[config.mk]
export PLATFORM = sky130hd
export DESIGN_NAME = ikaopm_multi_acc
export DESIGN_NICKNAME = d
export VERILOG_FILES = /design/src/rtl/ikaopm_multi_acc.sv
export SDC_FILE = /design/constraint.sdc
export NUM_CORES = 1
export LEC_CHECK = 0
export BUFFER_PORTS_ARGS = -buffer_cell sky130_fd_sc_hd__buf_4
export CORE_ASPECT_RATIO = 1.1
export CORE_MARGIN = 8
export CORE_UTILIZATION = 68
export CTS_BUF_LIST = sky130_fd_sc_hd__clkbuf_4
export DETAILED_ROUTE_END_ITERATION = 8
export PLACE_DENSITY = 0.89
export RECOVER_POWER = 25
export REMOVE_ABC_BUFFERS = 1
export SLEW_MARGIN = 5
export SYNTH_ARGS = -nofsm -noshare
export SYNTH_HDL_FRONTEND = slang
export SYNTH_SLANG_ARGS = --single-unit
[constraint.sdc]
create_clock -name i_EMUCLK -period 9.37 [get_ports i_EMUCLK]
set_input_delay 1.874 -clock i_EMUCLK [delete_from_list [all_inputs] [get_ports i_EMUCLK]]
set_output_delay 1.874 -clock i_EMUCLK [all_outputs]
set_load 0.01 [all_outputs]
[src/rtl/ikaopm_multi_acc.sv]
// ikaopm_multi_acc: per-channel slot accumulator with 16-bit saturation and a
// serial output stream (linear or 13-bit floating words).
module ikaopm_multi_acc #(
    parameter int CH    = 2,
    parameter int IW    = 14,
    parameter int AW    = 18,
    parameter int FLOAT = 1
) (
    input  logic              i_EMUCLK,
    input  logic              i_MRST,
    input  logic              i_phi1_NCEN_n,
    input  logic              i_SLOT_VALID,
    input  logic [IW-1:0]     i_SLOT_DATA,
    input  logic [CH-1:0]     i_SLOT_CHMASK,
    input  logic              i_FRAME_END,
    input  logic              i_SAT_CLR,
    output logic [CH*16-1:0]  o_EMU_PCM,
    output logic              o_EMU_VALID,
    output logic              o_SO,
    output logic              o_SH,
    output logic [CH-1:0]     o_SAT,
    output logic              o_OVR
);
    typedef enum logic {IDLE, SHIFT} state_t;
    state_t state, state_nxt;
    logic [CH-1:0][AW-1:0] acc, sum;
    logic [CH-1:0][15:0] sat_val, sreg, pcm_nxt;
    logic [CH-1:0] clamp;
    logic [3:0] bit_idx;
    logic [2:0] ch_idx;
    logic pending, en, fe, last, restart;
    logic [15:0] lin, word;

    // Floating word: 9 mantissa bits from a tap chosen by leading-bit position,
    // sign bit, then 3-bit exponent (tap+1).
    function automatic logic [15:0] flt(input logic [15:0] s);
        logic [15:0] u;
        logic [5:0] m;
        logic [2:0] tap;
        u   = {~s[15], s[14:0]};
        m   = u[15] ? u[14:9] : ~u[14:9];
        tap = m[5] ? 3'd6 : m[4] ? 3'd5 : m[3] ? 3'd4 : m[2] ? 3'd3 : m[1] ? 3'd2 : m[0] ? 3'd1 : 3'd0;
        return {3'b000, tap + 3'd1, u[15], u[tap +: 9]};
    endfunction

    always_comb begin
        en      = ~i_phi1_NCEN_n;
        fe      = en & i_FRAME_END;
        sum     = '0;
        clamp   = '0;
        sat_val = '0;
        lin     = '0;
        for (int n = 0; n < CH; n++) begin
            sum[n]     = acc[n] + ((i_SLOT_VALID && i_SLOT_CHMASK[n]) ? AW'($signed(i_SLOT_DATA)) : '0);
            clamp[n]   = sum[n][AW-1:15] != {(AW-15){sum[n][AW-1]}};
            sat_val[n] = clamp[n] ? (sum[n][AW-1] ? 16'h8000 : 16'h7fff) : sum[n][15:0];
            if (ch_idx == 3'(n)) lin = sreg[n];
        end
        pcm_nxt   = fe ? sat_val : o_EMU_PCM;
        word      = (FLOAT != 0) ? flt(lin) : lin;
        last      = bit_idx == 4'd15 && ch_idx == 3'(CH - 1);
        restart   = pending | fe;
        state_nxt = state;
        if (state == IDLE && fe) state_nxt = SHIFT;
        else if (state == SHIFT && last && !restart) state_nxt = IDLE;
    end

    always_ff @(posedge i_EMUCLK) begin
        if (i_MRST) begin
            state       <= IDLE;
            acc         <= '0;
            sreg        <= '0;
            o_EMU_PCM   <= '0;
            o_EMU_VALID <= 1'b0;
            o_SO        <= 1'b0;
            o_SH        <= 1'b0;
            o_SAT       <= '0;
            o_OVR       <= 1'b0;
            pending     <= 1'b0;
            bit_idx     <= '0;
            ch_idx      <= '0;
        end else begin
            o_EMU_VALID <= fe;
            if (en) begin
                state <= state_nxt;
                acc   <= fe ? '0 : sum;
                if (fe) o_EMU_PCM <= sat_val;
                o_SAT <= (fe ? clamp : '0) | (i_SAT_CLR ? '0 : o_SAT);
                if (state == SHIFT) begin
                    o_SO    <= word[bit_idx];
                    o_SH    <= bit_idx == 4'd0;
                    bit_idx <= bit_idx + 4'd1;
                    ch_idx  <= last ? 3'd0 : ch_idx + 3'(bit_idx == 4'd15);
                    pending <= last ? 1'b0 : restart;
                    if (fe) o_OVR <= 1'b1;
                    // A pending frame restarts the sequence with no idle gap.
                    if (last && restart) sreg <= pcm_nxt;
                end else begin
                    o_SO    <= 1'b0;
                    o_SH    <= 1'b0;
                    bit_idx <= '0;
                    ch_idx  <= '0;
                    if (fe) sreg <= sat_val;
                end
            end
        end
    end
endmodule

==> results of run 1 <==
cells in the mapped netlist (6+ instances only):
library cell  number  area share
and2_1             6      0.0050
mux2_2            12       0.018
a21o_1            14       0.014
nor3_1            20       0.013
dfxtp_1          115        0.31
inv_1             15      0.0076
nor2b_1            6      0.0050
a211oi_1          38       0.038
or3_1              8      0.0067
xnor2_1           22       0.026
a32oi_1            6      0.0071
mux2i_1           11       0.015
nand3_1           13      0.0088
a22oi_1           32       0.032
a221oi_1          21       0.025
xor2_1             7      0.0082
o21ai_0           51       0.034
nor2_1           117       0.059
o211ai_1          24       0.024
clkbuf_1          48       0.024
a21oi_1           74       0.050
nand2_1           85       0.043
o22ai_1            6      0.0050
ha_1              39       0.066
a31oi_1            6      0.0050
and3_1            35       0.029
nor3b_1            7      0.0071
nand2b_1          12       0.010
power by group through the flow:
stage	clock, mW	combinational, mW	sequential (mW)
after floorplan	0	0.140	0.540
after global placement	0	0.219	0.542
after detailed placement	0	0.222	0.542
after CTS	0.376	0.224	0.531
after global routing	0.399	0.243	0.534
final	0.375	0.224	0.532
state kept, by name, indices dropped and copies added, names as in the netlist:
register,flops
state,1
bit_idx,4
o_EMU_PCM,32
pending,1
ch_idx,3
o_EMU_VALID,1
o_OVR,1
o_SAT,2
acc,36
o_SH,1
o_SO,1
sreg,32
logic make-up after synthesis:
group                      Yosys count  synth area share
and+or+nand+nor                    331             0.210
AOI/OAI and AO/OA                  323             0.301
DFF                                115             0.310
buffers and inverters               75            0.0414
adders and majority gates           41            0.0710
xor gates and xnor gates            29            0.0342
muxes                               23            0.0330
routing by layer:
layer / track usage / up-vias / share of wire
li1: - / 3569 / -
met1: 0.362 / 3478 / 0.42
met2: 0.475 / 325 / 0.47
met3: 0.0569 / 54 / 0.070
met4: 0.142 / 0 / 0.038
met5: 0 / - / 0
layout make-up:
cell class | instances | area share
clock inverters | 13 | 0.0177
flip-flops and latches | 115 | 0.286
clock buffers | 18 | 0.0168
well taps | 147 | 0.0228
repair buffers | 66 | 0.0498
inverters | 16 | 0.00745
multi-input cells | 747 | 0.600
tightest hold or removal path: cells and delay by family (launching register included):
family	cells	cell delay, ns
AO/OA/AOI/OAI	1	0.05
AND/OR/NAND/NOR	1	0.05
flip-flops	1	0.32
how the worst max path moves through the flow:
stage / slack (ns) / startpoint / endpoint
2_1_floorplan: 4.04 / i_phi1_NCEN_n / sreg[22]
3_3_place_gp: 3.92 / i_SLOT_VALID / sreg[29]
3_5_place_dp: 3.79 / i_SLOT_VALID / sreg[29]
4_1_cts: 4.32 / i_SLOT_VALID / sreg[29]
5_1_grt: 3.46 / i_MRST / acc[28]
6_report: 3.78 / i_MRST / acc[2]
==> flow_metrics.py, run 1 <==
metrics = {
    "yosys": {
        "syn_area_per_cell_sq_um": 7.93,
        "ys_seq_elements": 115,
        "synth_edf_count": 0,
        "synthCells": 937,
        "seq_area_frac_synth": 0.310,
        "ys.flop_type": "dfxtp_1",
        "synthArstFlopShare": 0,
        "yosysWarnings": 0,
        "synthDistinctLibCells": 73,
        "synth_area_sq_um": 7430,
    },
    "routing": {
        "drtPass1Iterations": 5,
        "vias": 7426,
        "drc": 0,
        "drtIter0Drc": 797,
        "routed_via_density": 6.62,
        "wl_per_cell_um": 18.9,
        "ant_nets": 0,
        "wl_mm": 21.2,
    },
    "finish": {
        "design_area_sq_um": 8060,
        "final_nets": 1026,
        "final_common_cell": "nor2_1",
        "instances_no_fill": 1122,
        "multiInputGateArea_sq_um": 4830,
        "utilization": 0.746,
        "antenna_cells": 0,
        "drive_above_1_share": 0.104,
        "final.fill_count": 917,
        "areaGrowthSynthToFinish_pct": 8.41,
        "final-seq-area_sq_um": 2300,
        "layout_common_cells": "nor2_1 (116), dfxtp_1 (115), nand2_1 (85)",
    },
    "clock_network": {
        "clock_latency_ns": 0.56,
        "cts_tree": "built",
        "clk_pin_slew_ns": 0.10,
        "clockRootBuffer": "clkbuf_4",
        "cts-resized-gates": 0,
        "cts_hold_buffers": 0,
        "cts_buffers": 17,
        "cts.sinks": 115,
        "cts_setup_buffers": 0,
        "h-tree-depth": 4,
        "clockBufferDepth": 2,
    },
    "die": {
        "num_io_pins": 60,
        "fp.dieArea_sq_um": 14500,
        "start_util": 0.688,
        "die-height_um": 126,
        "num_rows": 40,
        "die_w_um": 116,
        "core_area_sq_um": 10800,
    },
    "critical_path": {
        "r2r-start": "acc[0]",
        "worst-path-stages": 3,
        "ff2ff_setup_slack_ns": 5.51,
        "crit_family": "buffers and inverters",
        "critPathMostFrequentCell": "clkbuf_1",
        "path_buf_inv": 2,
        "crit_arrival_ns": 5.90,
        "crit_type": "in -> reg",
        "end_kind": "flip-flop",
        "cpPeakStageDelay_ns": 2.08,
        "cp.required_ns": 9.69,
        "reg2reg_depth": 12,
        "cp_slowest_cell": "clkbuf_1",
        "worstSetupStartpointType": "primary input",
        "path_cells": "clkbuf_1 -> clkbuf_1 -> nor2_1",
        "worst-path-max-fanout": 63,
        "r2r_end": "sreg[11]",
    },
    "sta": {
        "clock.fmax_ghz": 0.179,
        "timing_hold_violations_final": 0,
        "slew_viol_final": 122,
        "worstMarginPinSlew_ns": 2.78,
        "fin_hold_ws_ns": 0.460,
        "setup_slack_ns": 3.78,
        "final.period_utilization": 0.596,
        "tns_ns": 0,
        "clock_skew_ns": 0.0128,
        "period_minus_slack_ns": 5.59,
        "rsz0062_at_grt": "false",
        "setup_viol": 0,
        "slew_headroom": -0.853,
    },
    "run_status": {
        "violations": "max-capacitance violations, max-slew violations",
        "status": "finished, violations left",
    },
    "power": {
        "p_sw_frac": 0.316,
        "combPwrFrac": 0.198,
        "powerDensity_nw_per_um2": 140,
        "intPower_uw": 773,
        "seq_power_share": 0.471,
        "clkPwrFrac": 0.332,
        "peakVddDrop_mv": 0.117,
        "p_switching_uw": 357,
        "p_total_mw": 1.13,
        "cellLeakagePower_nw": 3.28,
    },
    "hold_path": {
        "hp-class": "reg -> reg",
        "min-delay-start": "o_SAT[0]",
        "holdPathStages": 2,
        "whs_endpoint": "o_SAT[0]",
    },
    "placement": {
        "gp_congestion": 0.932,
        "dp.cells": 1091,
        "dp_hpwl_mm": 15.0,
        "place_area_sq_um": 7880,
        "post-place-ws_ns": 3.79,
        "io_buffers": 59,
    },
    "global_routing": {
        "grt_use_total": 0.293,
        "antenna_found_initial": 0,
        "grt_max_degree": 64,
        "grt_pass1_vias": 7039,
        "grt.overflow.total": 0,
        "grt_pass1_wl_mm": 34.5,
    },
    "job": {
        "cap_viol_max_count": 2,
    },
}
Note: power is estimated with default switching activity, not from simulation.
==> run 2, diff against run 1 <==
Settings changed: CORE_UTILIZATION 68 to 57, PLACE_DENSITY 0.89 to 0.79.
Clock period 9.37 ns to 4.6 ns, I/O delays scaled along.
==> flow_metrics.py, run 2 (same netlist as run 1, synthesis figures left out) <==
metrics = {
    "routing": {
        "vias": 7323,
        "routed_via_density": 6.41,
        "drtIter0Drc": 598,
        "wl_mm": 21.5,
        "wl_per_cell_um": 18.8,
        "drc": 0,
        "drtPass1Iterations": 5,
        "ant_nets": 0,
    },
    "hold_path": {
        "holdPathStages": 2,
        "hp-class": "reg -> reg",
        "min-delay-start": "o_SAT[0]",
        "whs_endpoint": "o_SAT[0]",
    },
    "global_routing": {
        "grt_pass1_vias": 6892,
        "antenna_found_initial": 1,
        "grt_pass1_wl_mm": 34.8,
        "grt.overflow.total": 0,
        "grt_max_degree": 80,
        "grt_use_total": 0.250,
    },
    "clock_network": {
        "clockBufferDepth": 2,
        "cts_tree": "built",
        "clock_latency_ns": 0.55,
        "cts_buffers": 17,
        "cts.sinks": 115,
        "h-tree-depth": 4,
        "cts-resized-gates": 0,
        "cts_setup_buffers": 0,
        "cts_hold_buffers": 0,
        "clk_pin_slew_ns": 0.10,
        "clockRootBuffer": "clkbuf_4",
    },
    "run_status": {
        "violations": "max-capacitance violations, max-slew violations",
        "status": "finished, violations left",
    },
    "critical_path": {
        "worstSetupStartpointType": "primary input",
        "cp.required_ns": 4.93,
        "crit_type": "in -> reg",
        "end_kind": "flip-flop",
        "crit_arrival_ns": 4.37,
        "worst-path-max-fanout": 28,
        "ff2ff_setup_slack_ns": 0.74,
        "reg2reg_depth": 11,
        "r2r-start": "ch_idx[0]",
        "r2r_end": "o_SO",
    },
    "power": {
        "powerDensity_nw_per_um2": 291,
        "p_total_mw": 2.38,
        "peakVddDrop_mv": 0.150,
        "cellLeakagePower_nw": 3.33,
    },
    "finish": {
        "final_common_cell": "nor2_1",
        "largest_register_ffs": 36,
        "final_nets": 1034,
        "layout_common_cells": "nor2_1 (116), dfxtp_1 (115), nand2_1 (85)",
        "regMostFlops": "acc",
        "drive_above_1_share": 0.111,
        "reg_top3": "acc x36, o_EMU_PCM x32, sreg x32",
        "areaGrowthSynthToFinish_pct": 9.86,
    },
    "die": {
        "start_util": 0.586,
        "num_rows": 43,
        "core_area_sq_um": 12700,
        "num_io_pins": 60,
        "fp.dieArea_sq_um": 17000,
        "die_w_um": 125,
        "die-height_um": 136,
    },
    "sta": {
        "timing_hold_violations_final": 0,
        "setup_viol": 0,
        "tns_ns": 0,
        "clock.fmax_ghz": 0.248,
        "period_minus_slack_ns": 4.04,
        "rsz0062_at_grt": "false",
        "slew_headroom": -0.293,
        "final.period_utilization": 0.878,
        "slew_viol_final": 122,
        "clock_skew_ns": 0.0107,
        "worstMarginPinSlew_ns": 1.94,
    },
    "job": {
        "cap_viol_max_count": 2,
    },
    "placement": {
        "dp_hpwl_mm": 15.7,
        "gp_congestion": 0.950,
        "io_buffers": 59,
    },
}
[run 2: cell count changes in the layout (fill, tap and decap cells not counted)]
cell,previous run,this run
diode_2,0,1
buf_4,41,48
clkinv_1,2,3
clkinv_2,6,3
bufinv_16,3,4
clkinv_4,0,1
clkbuf_4,18,20
clkbuf_2,0,1
clkinvlp_4,2,1
[run 2: cell type report]
type	instances	area, sq um
fillers	1184	4530
inverters	16	60.1
multi-input cells	747	4830
flip-flops and latches	115	2300
diodes	1	2.50
clock inverters	12	163
repair buffers	74	459
clock buffers	20	150
well taps	157	196
[run 2: worst max-delay path by stage]
stage / cells past startpoint / slack [ns] / start / end
final: 13 / 0.56 / i_SLOT_VALID / sreg[24]
after CTS: 13 / 0.68 / i_SLOT_VALID / sreg[24]
after floorplan: 6 / 0.22 / i_phi1_NCEN_n / sreg[22]
after detailed placement: 13 / 0.10 / i_SLOT_VALID / sreg[24]
after global placement: 14 / 0.28 / i_SLOT_VALID / sreg[10]
after global routing: 13 / 0.28 / i_SLOT_VALID / sreg[24]
[run 2: stage by stage]
stage,std cells,hold slack (ns),setup WS [ns],area (sq um),util
6_report,1142,0.462,0.561,8170,0.643
3_5_place_dp,1109,0.449,0.104,7950,0.626
2_1_floorplan,878,0.437,0.224,7190,-
4_1_cts,1141,0.464,0.675,8260,0.651
5_1_grt,1142,0.502,0.278,8170,0.643
3_3_place_gp,1109,0.444,0.277,7950,0.626
[run 2: routing by layer]
metal / track usage / vias to the layer above / share of wire
li1: - / 3579 / -
met1: 0.298 / 3451 / 0.43
met2: 0.418 / 247 / 0.47
met3: 0.0555 / 46 / 0.056
met4: 0.123 / 0 / 0.038
met5: 0 / - / 0
[run 2: power breakdown]
part / total [mW] / switching (mW) / internal [mW]
Combinational: 0.458 / 0.292 / 0.167
Sequential: 1.08 / 0.0414 / 1.04
Clock: 0.834 / 0.392 / 0.442
Total: 2.38 / 0.725 / 1.65
[run 2: worst max-delay path, cell delays in order]
cell	delay [ns]
buf_4	0.20
and3_1	0.24
ha_1	0.26
a211oi_1	0.30
o21bai_1	0.12
a21oi_1	0.38
o31ai_1	0.13
a311oi_1	0.28
buf_4	0.19
nand2_1	0.06
o211a_1	0.31
nor2_1	0.73
a221oi_1	0.24
